==> config.mk <==
export PLATFORM = sky130hd
export DESIGN_NAME = decode_stage
export DESIGN_NICKNAME = d
export VERILOG_FILES = /design/src/rtl/decode_stage.sv
export SDC_FILE = /design/constraint.sdc
export NUM_CORES = 1
export LEC_CHECK = 0
export ABC_AREA = 0
export CAP_MARGIN = 20
export CORE_MARGIN = 4
export CORE_UTILIZATION = 30
export CTS_BUF_LIST = sky130_fd_sc_hd__clkbuf_8
export DETAILED_ROUTE_END_ITERATION = 10
export GPL_TIMING_DRIVEN = 0
export PLACE_DENSITY = 0.54
export SYNTH_ARGS = -nofsm -noshare
export SYNTH_HDL_FRONTEND = slang
export SYNTH_SLANG_ARGS = --single-unit
==> constraint.sdc <==
create_clock -name clk -period 3.1 [get_ports clk]
set_input_delay 0.31 -clock clk [delete_from_list [all_inputs] [get_ports clk]]
set_output_delay 0.31 -clock clk [all_outputs]
set_load 0.01 [all_outputs]
==> src/rtl/decode_stage.sv <==
// ---------------------------------------------------------------------------
// decode_stage
//
// RV32I decode stage sitting between instruction fetch and the
// register-file / ALU stage. Fetched instructions are buffered in a
// DEPTH-entry queue; the head entry is decoded combinationally and captured
// in an output register that is presented downstream under valid/ready.
// The stage adds flush, back-pressure and an illegal-opcode flag on top of
// a plain combinational RV32I decoder.
//
// Optional feature (compile-time macro DECODE_STAGE_STAT_EN):
//   adds the stat_retired / stat_illegal handshake counters and their ports.
//
// Ports
//   clk          rising-edge clock
//   rst_n        asynchronous active-low reset
//   flush        synchronous discard of queue and output register
//   in_valid     fetch presents in_inst / in_pc
//   in_ready     queue has room (pure function of occupancy, == !full)
//   in_inst      32-bit instruction word
//   in_pc        PC tag of the instruction (PC_W bits)
//   out_valid    decoded bundle valid
//   out_ready    downstream accepts the bundle
//   out_pc       PC tag of the decoded instruction
//   rs1/rs2/rd   register indices
//   alu_ctrl     ALU operation {funct7[5] qualifier, funct3}
//   branch_ctrl  branch condition (3'b010 = no branch)
//   w_en         register write enable (never set for rd == x0)
//   op1_sel      ALU operand 1: 1 = PC, 0 = rs1
//   imm          sign-extended immediate
//   jump_en      JAL / JALR
//   illegal      opcode outside the supported RV32I subset
//   stat_retired handshake counter        (DECODE_STAGE_STAT_EN only)
//   stat_illegal illegal handshake counter (DECODE_STAGE_STAT_EN only)
// ---------------------------------------------------------------------------
module decode_stage #(
  parameter int PC_W  = 32,
  parameter int DEPTH = 4,
  parameter int PTR_W = $clog2(DEPTH)
) (
  input  logic            clk,
  input  logic            rst_n,
  input  logic            flush,
  input  logic            in_valid,
  output logic            in_ready,
  input  logic [31:0]     in_inst,
  input  logic [PC_W-1:0] in_pc,
  output logic            out_valid,
  input  logic            out_ready,
  output logic [PC_W-1:0] out_pc,
  output logic [4:0]      rs1,
  output logic [4:0]      rs2,
  output logic [4:0]      rd,
  output logic [3:0]      alu_ctrl,
  output logic [2:0]      branch_ctrl,
  output logic            w_en,
  output logic            op1_sel,
  output logic [31:0]     imm,
  output logic            jump_en,
  output logic            illegal
`ifdef DECODE_STAGE_STAT_EN
  ,
  output logic [31:0]     stat_retired,
  output logic [31:0]     stat_illegal
`endif
);

  localparam logic [6:0] OP_R      = 7'b0110011;
  localparam logic [6:0] OP_IALU   = 7'b0010011;
  localparam logic [6:0] OP_LOAD   = 7'b0000011;
  localparam logic [6:0] OP_STORE  = 7'b0100011;
  localparam logic [6:0] OP_BRANCH = 7'b1100011;
  localparam logic [6:0] OP_JAL    = 7'b1101111;
  localparam logic [6:0] OP_JALR   = 7'b1100111;
  localparam logic [6:0] OP_LUI    = 7'b0110111;
  localparam logic [6:0] OP_AUIPC  = 7'b0010111;

  localparam logic [2:0] BR_NONE   = 3'b010;

  localparam logic [PTR_W:0]   FULL_CNT = (PTR_W+1)'(DEPTH);
  localparam logic [PTR_W:0]   CNT_ONE  = (PTR_W+1)'(1);
  localparam logic [PTR_W-1:0] PTR_ONE  = PTR_W'(1);

  typedef struct packed {
    logic [4:0]         rs1;
    logic [4:0]         rs2;
    logic [4:0]         rd;
    logic [3:0]         alu_ctrl;
    logic [2:0]         branch_ctrl;
    logic               w_en;
    logic               op1_sel;
    logic signed [31:0] imm;
    logic               jump_en;
    logic               illegal;
  } dec_t;

  localparam dec_t DEC_RST = '{branch_ctrl: BR_NONE, default: '0};

  // Immediate formats, all sign-extended from inst[31].
  function automatic logic signed [31:0] imm_i(input logic [31:0] inst);
    return $signed({{20{inst[31]}}, inst[31:20]});
  endfunction

  function automatic logic signed [31:0] imm_s(input logic [31:0] inst);
    return $signed({{20{inst[31]}}, inst[31:25], inst[11:7]});
  endfunction

  function automatic logic signed [31:0] imm_b(input logic [31:0] inst);
    return $signed({{19{inst[31]}}, inst[31], inst[7], inst[30:25],
                    inst[11:8], 1'b0});
  endfunction

  function automatic logic signed [31:0] imm_j(input logic [31:0] inst);
    return $signed({{11{inst[31]}}, inst[31], inst[19:12], inst[20],
                    inst[30:21], 1'b0});
  endfunction

  function automatic logic signed [31:0] imm_u(input logic [31:0] inst);
    return $signed({inst[31:12], 12'b0});
  endfunction

  function automatic dec_t decode(input logic [31:0] inst);
    dec_t       d;
    logic [2:0] funct3;
    funct3        = inst[14:12];
    d             = DEC_RST;
    d.rs1         = inst[19:15];
    d.rs2         = inst[24:20];
    d.rd          = inst[11:7];
    d.branch_ctrl = BR_NONE;
    case (inst[6:0])
      OP_R: begin
        d.w_en     = 1'b1;
        d.alu_ctrl = {inst[30], funct3};
      end
      OP_IALU: begin
        d.w_en     = 1'b1;
        d.imm      = imm_i(inst);
        // Only the shift-right pair uses inst[30] (SRLI vs SRAI); for the
        // other I-ALU ops that bit belongs to the immediate.
        d.alu_ctrl = {(funct3 == 3'b101) ? inst[30] : 1'b0, funct3};
      end
      OP_LOAD: begin
        d.w_en = 1'b1;
        d.imm  = imm_i(inst);
      end
      OP_STORE: begin
        d.imm = imm_s(inst);
      end
      OP_BRANCH: begin
        d.imm         = imm_b(inst);
        d.branch_ctrl = funct3;
      end
      OP_JAL: begin
        d.w_en    = 1'b1;
        d.imm     = imm_j(inst);
        d.op1_sel = 1'b1;
        d.jump_en = 1'b1;
      end
      OP_JALR: begin
        d.w_en    = 1'b1;
        d.imm     = imm_i(inst);
        d.jump_en = 1'b1;
      end
      OP_LUI: begin
        d.w_en = 1'b1;
        d.imm  = imm_u(inst);
        // LUI computes x0 + imm, so the rs1 field is ignored.
        d.rs1  = 5'd0;
      end
      OP_AUIPC: begin
        d.w_en    = 1'b1;
        d.imm     = imm_u(inst);
        d.op1_sel = 1'b1;
      end
      default: begin
        d.illegal = 1'b1;
      end
    endcase
    if (d.rd == 5'd0) d.w_en = 1'b0;
    return d;
  endfunction

  logic [31:0]     inst_p0 [DEPTH];
  logic [PC_W-1:0] pc_p0   [DEPTH];
  logic [PTR_W-1:0] wr_ptr;
  logic [PTR_W-1:0] rd_ptr;
  logic [PTR_W:0]   count;

  logic            vld_p1;
  logic [PC_W-1:0] pc_p1;
  dec_t            dec_p1;

  logic            full;
  logic            empty;
  logic            push;
  logic            pop;
  dec_t            head_dec;
  logic [PC_W-1:0] head_pc;

  // in_ready depends only on occupancy, never on a same-cycle pop.
  assign full     = (count == FULL_CNT);
  assign empty    = (count == '0);
  assign in_ready = !full;
  assign push     = in_valid && !full && !flush;
  assign pop      = !empty && (!vld_p1 || out_ready) && !flush;

  // ---- stage p0: instruction queue ----
  always_ff @(posedge clk) begin
    if (push) begin
      inst_p0[wr_ptr] <= in_inst;
      pc_p0[wr_ptr]   <= in_pc;
    end
  end

  always_ff @(posedge clk or negedge rst_n) begin
    if (!rst_n) begin
      wr_ptr <= '0;
      rd_ptr <= '0;
      count  <= '0;
    end else if (flush) begin
      wr_ptr <= '0;
      rd_ptr <= '0;
      count  <= '0;
    end else begin
      if (push) wr_ptr <= wr_ptr + PTR_ONE;
      if (pop)  rd_ptr <= rd_ptr + PTR_ONE;
      case ({push, pop})
        2'b10:   count <= count + CNT_ONE;
        2'b01:   count <= count - CNT_ONE;
        default: count <= count;
      endcase
    end
  end

  assign head_dec = decode(inst_p0[rd_ptr]);
  assign head_pc  = pc_p0[rd_ptr];

  // ---- stage p1: decoded output register ----
  always_ff @(posedge clk or negedge rst_n) begin
    if (!rst_n) begin
      vld_p1 <= 1'b0;
      pc_p1  <= '0;
      dec_p1 <= DEC_RST;
    end else if (flush) begin
      vld_p1 <= 1'b0;
    end else if (pop) begin
      vld_p1 <= 1'b1;
      pc_p1  <= head_pc;
      dec_p1 <= head_dec;
    end else if (out_ready) begin
      vld_p1 <= 1'b0;
    end
  end

  assign out_valid   = vld_p1;
  assign out_pc      = pc_p1;
  assign rs1         = dec_p1.rs1;
  assign rs2         = dec_p1.rs2;
  assign rd          = dec_p1.rd;
  assign alu_ctrl    = dec_p1.alu_ctrl;
  assign branch_ctrl = dec_p1.branch_ctrl;
  assign w_en        = dec_p1.w_en;
  assign op1_sel     = dec_p1.op1_sel;
  assign imm         = dec_p1.imm;
  assign jump_en     = dec_p1.jump_en;
  assign illegal     = dec_p1.illegal;

`ifdef DECODE_STAGE_STAT_EN
  logic hs_p1;
  assign hs_p1 = vld_p1 && out_ready;

  // Counters survive flush; only rst_n clears them.
  always_ff @(posedge clk or negedge rst_n) begin
    if (!rst_n) begin
      stat_retired <= '0;
      stat_illegal <= '0;
    end else if (hs_p1) begin
      stat_retired <= stat_retired + 32'd1;
      if (dec_p1.illegal) stat_illegal <= stat_illegal + 32'd1;
    end
  end
`endif

endmodule

==> tab_implementation.tex, run 1 <==
\begin{tabular}{lr}
\hline
Metric & Value \\
\hline
\multicolumn{2}{l}{\textbf{Power and ir drop}} \\
\quad Areal power density over the cells & 804.8 mW/mm2 \\
\quad Total leakage power & between 6 and 7 nW \\
\quad Total power of the final layout & 13.85 mW \\
\quad VDD IR-drop max & 0.0003812 V \\
\multicolumn{2}{l}{\textbf{Finish}} \\
\quad Share of post-route cells with drive strength above 1 & 19.39\% \\
\quad Total area of multi-input combinational cells & 0.003157 mm2 \\
\quad Synthesis-to-layout area growth & 27.77\% \\
\quad Flip-flop and latch area & 0.01014 mm2 \\
\quad Count of nets after finishing & 1078 \\
\quad Filler cell count & 4204 \\
\quad Final core area utilization & 38.84\% \\
\multicolumn{2}{l}{\textbf{CTS}} \\
\quad Total CTS buffers & 61 \\
\quad H-tree depth & 2 \\
\quad Worst-Skew Late Latency & approximately 0.63 ns \\
\quad Maximum clock path buffer count & 3 \\
\quad Clock-pin slew on the worst setup and hold paths & around 0.060 ns \\
\quad \# clock sinks & 354 \\
\quad Clock tree from TritonCTS & yes \\
\quad Root buf cell & sky130\_fd\_sc\_hd\_\_clkbuf\_8 \\
\multicolumn{2}{l}{\textbf{Yosys}} \\
\quad Number of storage elements in the synthesis netlist & approximately 350 \\
\quad Synth Warn \# & 0 \\
\quad Proportion of synthesized flip-flops having asynchronous set or reset & 27.68\% \\
\quad Part of the Yosys area used for sequential elements & between 70\% and 80\% \\
\quad Most area-hungry cell type in the Yosys netlist & sky130\_fd\_sc\_hd\_\_edfxtp\_1 \\
\quad Main area contributors after synthesis & sky130\_fd\_sc\_hd\_\_edfxtp\_1 (57\%), sky130\_fd\_sc\_hd\_\_dfrtp\_1 (18\%), sky130\_fd\_sc\_hd\_\_mux4\_2 (10\%) \\
\quad Average size of a mapped cell & 17.38 um2 \\
\quad Post-synthesis instance area & 0.01347 mm2 \\
\quad Main flop type after synthesis & sky130\_fd\_sc\_hd\_\_edfxtp\_1 \\
\quad Count of distinct cell types in the synthesized netlist & 48 \\
\quad Area share of the largest cell type after synthesis & 57.06\% \\
\quad Cells after synthesis & 775 \\
\quad Net count after synthesis & 849 \\
\quad Number of synthesized flops with an enable pin & 256 \\
\multicolumn{2}{l}{\textbf{STA}} \\
\quad Skew final & 0.02442 ns \\
\quad RSZ-0062 raised after global routing & false \\
\quad Highest clock frequency the design can meet & roughly 340 MHz \\
\quad Final period util & 93.72\% \\
\quad Slew @ Worst Pin & 0.7537 ns \\
\quad Relative slew margins & 49.75\% \\
\quad Number of setup violations in the final report & 0 \\
\quad Final critical delay including setup and external delays & slightly below 3 ns \\
\quad Count of pins over their slew limit & 0 \\
\quad Final hold viol count & 0 \\
\multicolumn{2}{l}{\textbf{Floorplan}} \\
\quad Area of the die & 0.04836 mm2 \\
\quad Starting density of the core & 30.40\% \\
\quad Top-level port count & 161 \\
\quad Placeable Area & 0.04432 mm2 \\
\quad Chip width & 219.9 um \\
\quad Die Y-Extent & 219.9 um \\
\quad FP Rows & 77 \\
\multicolumn{2}{l}{\textbf{Detailed routing}} \\
\quad Total routed wirelength & 33170 um \\
\quad Iteration-0 DRC Markers & 499 \\
\quad Antenna-violating nets left & 0 \\
\quad DRC violation count after routing & 0 \\
\quad Vias/cell & 4.509 \\
\quad DR vias & between 7000 and 8000 \\
\quad First drt pass iteration count & 4 \\
\quad Routed length per placed instance & 20.08 um \\
\multicolumn{2}{l}{\textbf{Worst setup path}} \\
\quad Standard cell with the maximum stage delay on the critical path & sky130\_fd\_sc\_hd\_\_buf\_1 \\
\quad Critical path class & flip-flop to flip-flop \\
\quad List of cells traversed by the critical path & buf\_2 > buf\_2 > buf\_1 > buf\_1 > mux4\_2 > nand2\_1 > nand2\_1 \\
\quad Required time reported for the critical path endpoint & around 3.6 ns \\
\quad Crit. End Element & flip-flop \\
\quad Biggest cell delay along the critical path & 0.64 ns \\
\quad CP startpoint kind & flip-flop \\
\quad Cell family with most CP delay & buffers and inverters \\
\quad Count of buffer and inverter cells on the critical path & 4 \\
\quad Biggest fanout along the worst timing path & 10 \\
\quad Arrival time at the worst endpoint & about 3.4 ns \\
\multicolumn{2}{l}{\textbf{Global routing}} \\
\quad Via count of the first global-routing pass & 8121 \\
\quad Wire length of the first global-routing pass & 49670 um \\
\quad Overall routing resource usage & 13.75\% \\
\quad Antenna violations before repair & 5 \\
\quad Overflow left after global routing & 0 \\
\quad Largest net degree at the start of global routing & 73 \\
\multicolumn{2}{l}{\textbf{Place}} \\
\quad Port Buffer Count & 160 \\
\quad Routability-driven placement congestion ratio & 0.7743 \\
\quad Post-detail-place hpwl & 21800 um \\
\multicolumn{2}{l}{\textbf{Worst hold path}} \\
\quad Kind of path behind the tightest hold check & primary input to asynchronous set/reset pin \\
\multicolumn{2}{l}{\textbf{Outcome}} \\
\quad Run status & finished clean \\
\multicolumn{2}{l}{\textbf{Flow run}} \\
\quad Max-Cap Viols & 0 \\
\hline
\end{tabular}
## power by group
group	internal [mW]	leakage (nW)	total, mW	switching [mW]
combinational	1.75	1.96	3.74	1.99
clock	2.22	0.707	4.09	1.88
sequential	5.72	3.60	6.02	0.309
total	9.68	6.27	13.9	4.18
## metal layers
layer / vias to the layer above / track usage [%] / routed length [um]
met5: - / 0 / 35
met4: 6 / 3.852 / 670
met3: 60 / 4.399 / 2274
met2: 199 / 22.52 / 16040
met1: 3752 / 17.66 / 14160
li1: 3432 / - / -
## final timing paths
path / startpoint / endpoint / slack (ns) / depth (start not counted)
setup / recovery: rd_ptr[1]$_DFFE_PN0P_ / out_pc[13]$_DFFE_PN0P_ / 0.19 / 7
hold / removal: rst_n / rd_ptr[0]$_DFFE_PN0P_ / 0.15 / 2
setup reg to reg: rd_ptr[1]$_DFFE_PN0P_ / out_pc[13]$_DFFE_PN0P_ / 0.19 / 7
hold reg to reg: branch_ctrl[1]$_DFFE_PN1P_ / branch_ctrl[1]$_DFFE_PN1P_ / 0.47 / 2
max in group asynchronous: rst_n / branch_ctrl[1]$_DFFE_PN1P_ / 2.23 / 3
min in group clk: in_inst[19] / inst_p0[1][19]$_DFFE_PP_ / 0.31 / 1
## sequential cells by signal, summed over array words and instances (netlist names), 3 cells and up
name / cells
out_pc: 32
pc_p0: 128
imm: 32
branch_ctrl: 3
inst_p0: 128
rs2: 5
rs1: 5
alu_ctrl: 4
rd: 5
count: 3
## metrics by stage
stage | TNS (ns) | setup WS, ns | cells | hold WS [ns] | area [um2]
2_1_floorplan | 0 | 0.1990 | 775 | 0.01441 | 13470
3_3_place_gp | -694.91 | -2.849 | 1527 | 0.4426 | 15820
3_5_place_dp | -13.37 | -1.113 | 1532 | 0.2249 | 15960
4_1_cts | 0 | 0.01234 | 1648 | 0.08771 | 17190
5_1_grt | 0 | 0.002607 | 1649 | 0.1033 | 17210
6_report | 0 | 0.1945 | 1652 | 0.1456 | 17210
## cell usage after synthesis, types with 2 or more instances
cell type,number
sky130_fd_sc_hd__edfxtp_1,256
sky130_fd_sc_hd__nand2_1,168
sky130_fd_sc_hd__dfrtp_1,97
sky130_fd_sc_hd__mux4_2,62
sky130_fd_sc_hd__a22o_1,23
sky130_fd_sc_hd__nor2_1,22
sky130_fd_sc_hd__a21oi_1,18
sky130_fd_sc_hd__o21ai_0,18
sky130_fd_sc_hd__clkbuf_1,17
sky130_fd_sc_hd__buf_2,10
sky130_fd_sc_hd__o21ai_2,10
sky130_fd_sc_hd__buf_1,6
sky130_fd_sc_hd__a221oi_1,4
sky130_fd_sc_hd__and2_1,4
sky130_fd_sc_hd__ha_1,4
sky130_fd_sc_hd__inv_1,4
sky130_fd_sc_hd__nand2b_1,4
sky130_fd_sc_hd__buf_4,3
sky130_fd_sc_hd__mux2i_1,3
sky130_fd_sc_hd__xnor2_1,3
sky130_fd_sc_hd__xor2_1,3
sky130_fd_sc_hd__a32o_1,2
sky130_fd_sc_hd__buf_6,2
sky130_fd_sc_hd__mux2_2,2
sky130_fd_sc_hd__nor2b_1,2
sky130_fd_sc_hd__o21a_1,2
sky130_fd_sc_hd__o21ai_1,2
sky130_fd_sc_hd__o31ai_1,2
sky130_fd_sc_hd__or2_1,2
sky130_fd_sc_hd__or3b_2,2
## kinds of logic (layout without fill, tap and decap cells)
kind of cell	Yosys count	in the layout	synth area share, %
AO/OA/AOI/OAI	86	86	4.597
XOR/XNOR	6	6	0.3901
adder cells (fa/ha/maj)	5	5	0.5201
buffers and inverters	42	324	1.458
flip-flops	354	354	75.27
multiplexers	67	67	10.75
other	0	3	0
AND/OR/NAND/NOR	215	215	7.011
## cells in the final DEF, fill, tap and decap left out, types with 3 or more instances in the layout
master and count:
sky130_fd_sc_hd__and2_4 4, sky130_fd_sc_hd__o21ai_2 10, sky130_fd_sc_hd__dfrtp_1 97, sky130_fd_sc_hd__clkbuf_1 14, sky130_fd_sc_hd__mux4_2 62, sky130_fd_sc_hd__clkinv_1 8
sky130_fd_sc_hd__edfxtp_1 256, sky130_fd_sc_hd__diode_2 3, sky130_fd_sc_hd__buf_4 4, sky130_fd_sc_hd__clkinv_2 11, sky130_fd_sc_hd__clkbuf_8 73, sky130_fd_sc_hd__nand2_1 168
sky130_fd_sc_hd__nand2b_1 3, sky130_fd_sc_hd__nor2_1 22, sky130_fd_sc_hd__buf_16 4, sky130_fd_sc_hd__buf_1 4, sky130_fd_sc_hd__mux2i_1 3, sky130_fd_sc_hd__xor2_1 3
sky130_fd_sc_hd__buf_2 12, sky130_fd_sc_hd__buf_6 3, sky130_fd_sc_hd__xnor2_1 3, sky130_fd_sc_hd__ha_1 4, sky130_fd_sc_hd__clkdlybuf4s50_1 159, sky130_fd_sc_hd__a21oi_1 17
sky130_fd_sc_hd__a22o_1 23, sky130_fd_sc_hd__a221oi_1 4, sky130_fd_sc_hd__o21ai_0 18, sky130_fd_sc_hd__inv_1 25
## area by class of cell
class,instances,share of cell area (%)
Antenna cell,3,0.04361
Buffer,37,1.098
Clock buffer,73,5.837
Clock inverter,43,1.214
Inverter,4,0.08722
Multi-Input combinational cell,379,18.34
Sequential cell,354,58.91
Tap cell,592,4.303
Timing Repair Buffer,167,10.17
## repair_timing
item	CTS	global route
pin swaps	0	0
hold buffers	1	0
setup endpoints to repair	13	1
gates resized for setup	7	2
buffers inserted	0	1
hold endpoints to repair	97	0
Power figures use the tool's default switching activity.
==> run 2: changes to the inputs <==
Settings changed: CORE_ASPECT_RATIO from default to 0.75.
==> run 2 against run 1 <==
Against the previous run: maximum frequency rose by 2.2%; clock power rose by 11%; die area barely moved; routed wire length rose by 2.2%; via count rose by 1.6%; final cell count fell by 1.5%; sequential power barely moved; count of clock-buffer cells in the layout fell by 6; final area rose by 0.52%; setup slack improved by 0.062 ns; sequential share of layout area fell by 0.31 points; largest cell class unchanged; combinational power barely moved.
==> tab_implementation.tex, run 2 (synthesized netlist as in run 1, its figures left out) <==
\begin{tabular}{lr}
\hline
Metric & Value \\
\hline
\multicolumn{2}{l}{\textbf{Outcome}} \\
\quad Run status & finished clean \\
\multicolumn{2}{l}{\textbf{Worst setup path}} \\
\quad Launching point of the worst reg2reg path & rd\_ptr[0]\$\_DFFE\_PN0P\_ \\
\quad Critical path class & flip-flop to flip-flop \\
\quad Biggest cell delay along the critical path & 0.59 ns (-0.05 ns) \\
\quad Critical Path Most Common Cell & sky130\_fd\_sc\_hd\_\_nand2\_1 \\
\quad Biggest fanout along the worst timing path & 10 (unchanged) \\
\quad Required time reported for the critical path endpoint & 3.62 ns (+0.02 ns) \\
\quad Register-to-register path setup slack & 0.26 ns (+0.06 ns) \\
\quad List of cells traversed by the critical path & buf\_2 > buf\_6 > mux4\_2 > nand2b\_1 > nor4\_4 > nand2\_1 > o21ai\_0 > nand2\_1 \\
\quad CP startpoint kind & flip-flop \\
\quad Standard cell with the maximum stage delay on the critical path & sky130\_fd\_sc\_hd\_\_mux4\_2 \\
\quad Crit. End Element & flip-flop \\
\quad Capturing point of the worst reg2reg path & branch\_ctrl[1]\$\_DFFE\_PN1P\_ \\
\quad Cells on worst reg2reg path & 8 (+1) \\
\quad Arrival time at the worst endpoint & 3.36 ns (-0.05 ns) \\
\multicolumn{2}{l}{\textbf{Global routing}} \\
\quad Overflow left after global routing & 0 (unchanged) \\
\quad Antenna violations before repair & 3 (-2) \\
\quad Overall routing resource usage & 14.07\% (+0.32 points) \\
\quad Via count of the first global-routing pass & 8140 (+0.23\%) \\
\quad Largest net degree at the start of global routing & 65 (-11\%) \\
\quad Wire length of the first global-routing pass & 51280 um (+3.2\%) \\
\multicolumn{2}{l}{\textbf{Flow run}} \\
\quad Max-Cap Viols & 0 (unchanged) \\
\multicolumn{2}{l}{\textbf{Place}} \\
\quad Port Buffer Count & 160 (unchanged) \\
\quad Pre-CTS setup slack & -1.269 ns (-0.1556 ns) \\
\quad Routability-driven placement congestion ratio & 0.7720 (-0.30\%) \\
\quad Area of placed instances & 0.01595 mm2 (about the same) \\
\quad Inst Count DP & 1518 (-0.91\%) \\
\quad Post-detail-place hpwl & 22070 um (+1.2\%) \\
\multicolumn{2}{l}{\textbf{STA}} \\
\quad Worst Setup Slack, final & 0.2565 ns (+0.06192 ns) \\
\quad Final hold viol count & 0 (unchanged) \\
\quad Relative slew margins & 52.14\% (+2.4 points) \\
\quad Worst hold slack & 0.1738 ns (+0.02817 ns) \\
\quad Final critical delay including setup and external delays & 2.844 ns (-0.06192 ns) \\
\quad Skew final & 0.02208 ns (-0.002339 ns) \\
\quad Highest clock frequency the design can meet & 351.7 MHz (+2.2\%) \\
\quad Number of setup violations in the final report & 0 (unchanged) \\
\quad Sum Neg Setup Slack & 0 ns (unchanged) \\
\quad Slew @ Worst Pin & 0.7178 ns (-0.03588 ns) \\
\quad Count of pins over their slew limit & 0 (unchanged) \\
\quad Final period util & 91.73\% (-2.0 points) \\
\quad RSZ-0062 raised after global routing & false \\
\multicolumn{2}{l}{\textbf{Finish}} \\
\quad Biggest registers after layout & inst\_p0: 128 flops, pc\_p0: 128 flops \\
\quad Count of nets after finishing & 1075 (-0.28\%) \\
\quad Total area of multi-input combinational cells & 0.003152 mm2 (-0.16\%) \\
\quad Flip-flop and latch area & 0.01014 mm2 (unchanged) \\
\quad Most common cell after layout, fill and taps aside & sky130\_fd\_sc\_hd\_\_edfxtp\_1 \\
\quad Highest-count cells in the layout ignoring fill and taps & sky130\_fd\_sc\_hd\_\_edfxtp\_1 (256), sky130\_fd\_sc\_hd\_\_nand2\_1 (168), sky130\_fd\_sc\_hd\_\_clkdlybuf4s50\_1 (159), sky130\_fd\_sc\_hd\_\_dfrtp\_1 (97), sky130\_fd\_sc\_hd\_\_clkbuf\_8 (67) \\
\quad Filler cell count & 4073 (-3.1\%) \\
\quad Share of post-route cells with drive strength above 1 & 20.19\% (+0.80 points) \\
\quad Synthesis-to-layout area growth & 28.44\% \\
\quad Final core area utilization & 39.46\% (+0.62 points) \\
\quad Count of inserted antenna diode cells & 0 (-3) \\
\quad Design area & 0.01730 mm2 (+0.52\%) \\
\quad Post-layout instance count excluding filler cells & 1628 (-1.5\%) \\
\multicolumn{2}{l}{\textbf{Power and ir drop}} \\
\quad VDD IR-drop max & 0.0003786 V (-0.67\%) \\
\quad Total power of the final layout & 14.31 mW (+3.3\%) \\
\quad Areal power density over the cells & 826.9 mW/mm2 (+2.7\%) \\
\quad Total leakage power & 6.285 nW (+0.32\%) \\
\multicolumn{2}{l}{\textbf{Floorplan}} \\
\quad Die Y-Extent & 191.5 um (-13\%) \\
\quad Starting density of the core & 30.73\% (+0.32 points) \\
\quad FP Rows & 66 (-14\%) \\
\quad Chip width & 252.7 um (+15\%) \\
\quad Area of the die & 0.04840 mm2 (about the same) \\
\quad Top-level port count & 161 (unchanged) \\
\quad Placeable Area & 0.04385 mm2 (-1.1\%) \\
\multicolumn{2}{l}{\textbf{Detailed routing}} \\
\quad Routed length per placed instance & 20.83 um (+3.7\%) \\
\quad Met3 WL post-DR & 2116 um (-6.9\%) \\
\quad Routed wire length on met2 & 15610 um (-2.7\%) \\
\quad Metal-1 WL & 15540 um (+9.8\%) \\
\quad First drt pass iteration count & 4 (unchanged) \\
\quad Iteration-0 DRC Markers & 377 (-24\%) \\
\quad DR vias & 7568 (+1.6\%) \\
\quad Uppermost layer routed & met5 \\
\quad Vias/cell & 4.649 (+3.1\%) \\
\quad Total routed wirelength & 33910 um (+2.2\%) \\
\quad Antenna-violating nets left & 0 (unchanged) \\
\quad DRC violation count after routing & 0 (unchanged) \\
\multicolumn{2}{l}{\textbf{Worst hold path}} \\
\quad Kind of path behind the tightest hold check & primary input to asynchronous set/reset pin \\
\multicolumn{2}{l}{\textbf{CTS}} \\
\quad H-tree depth & 2 (unchanged) \\
\quad \# clock sinks & 354 (unchanged) \\
\quad Total CTS buffers & 58 (-4.9\%) \\
\quad Clock-pin slew on the worst setup and hold paths & 0.06 ns (about the same) \\
\quad Worst-Skew Late Latency & 0.61 ns (-0.02 ns) \\
\quad Clock tree from TritonCTS & yes \\
\quad Maximum clock path buffer count & 3 (unchanged) \\
\quad Root buf cell & sky130\_fd\_sc\_hd\_\_clkbuf\_8 \\
\hline
\end{tabular}
## run 2: area by class of cell
cell class                      count  share of cell area, %
Multi-Input combinational cell    379                  18.21
Clock buffer                       67                  5.329
Timing Repair Buffer              168                  10.20
Tap cell                          578                  4.179
Buffer                             36                  1.092
Sequential cell                   354                  58.60
Clock inverter                     42                  2.292
Inverter                            4                0.08677
## run 2: repair_timing
item,4_1_cts,5_1_grt
setup endpoints to repair,30,8
buffers inserted,0,2
pin swaps,0,0
gates resized for setup,9,2
hold endpoints to repair,47,0
hold buffers,1,0
## run 2: how the worst max path moves through the flow
stage	startpoint	cells past startpoint	to
final	rd_ptr[0]$_DFFE_PN0P_	8	branch_ctrl[1]$_DFFE_PN1P_
after global routing	rd_ptr[0]$_DFFE_PN0P_	8	branch_ctrl[1]$_DFFE_PN1P_
after CTS	count[0]$_DFFE_PN0P_	11	count[2]$_DFFE_PN0P_
after detailed placement	flush	12	count[2]$_DFFE_PN0P_
after global placement	rst_n	1	out_pc[8]$_DFFE_PN0P_
after floorplan	count[2]$_DFFE_PN0P_	4	inst_p0[0][0]$_DFFE_PP_
## run 2: worst max-delay path: cells and delay by family (launching register included)
kind | cells | cell delay [ns]
and+or+nand+nor | 4 | 1.11
AOI/OAI and AO/OA | 1 | 0.36
muxes | 1 | 0.59
buffers and inverters | 2 | 0.38
DFF | 1 | 0.32
## run 2: report_power, final
part	switching, mW	internal, mW
logic	1.98	1.76
clock network	1.90	2.65
registers	0.311	5.71
## run 2: metal layers
layer	vias up	global-route usage, %
met1	3889	19.69
met2	191	22.24
li1	3417	-
met4	6	3.350
met3	65	3.604
met5	-	0
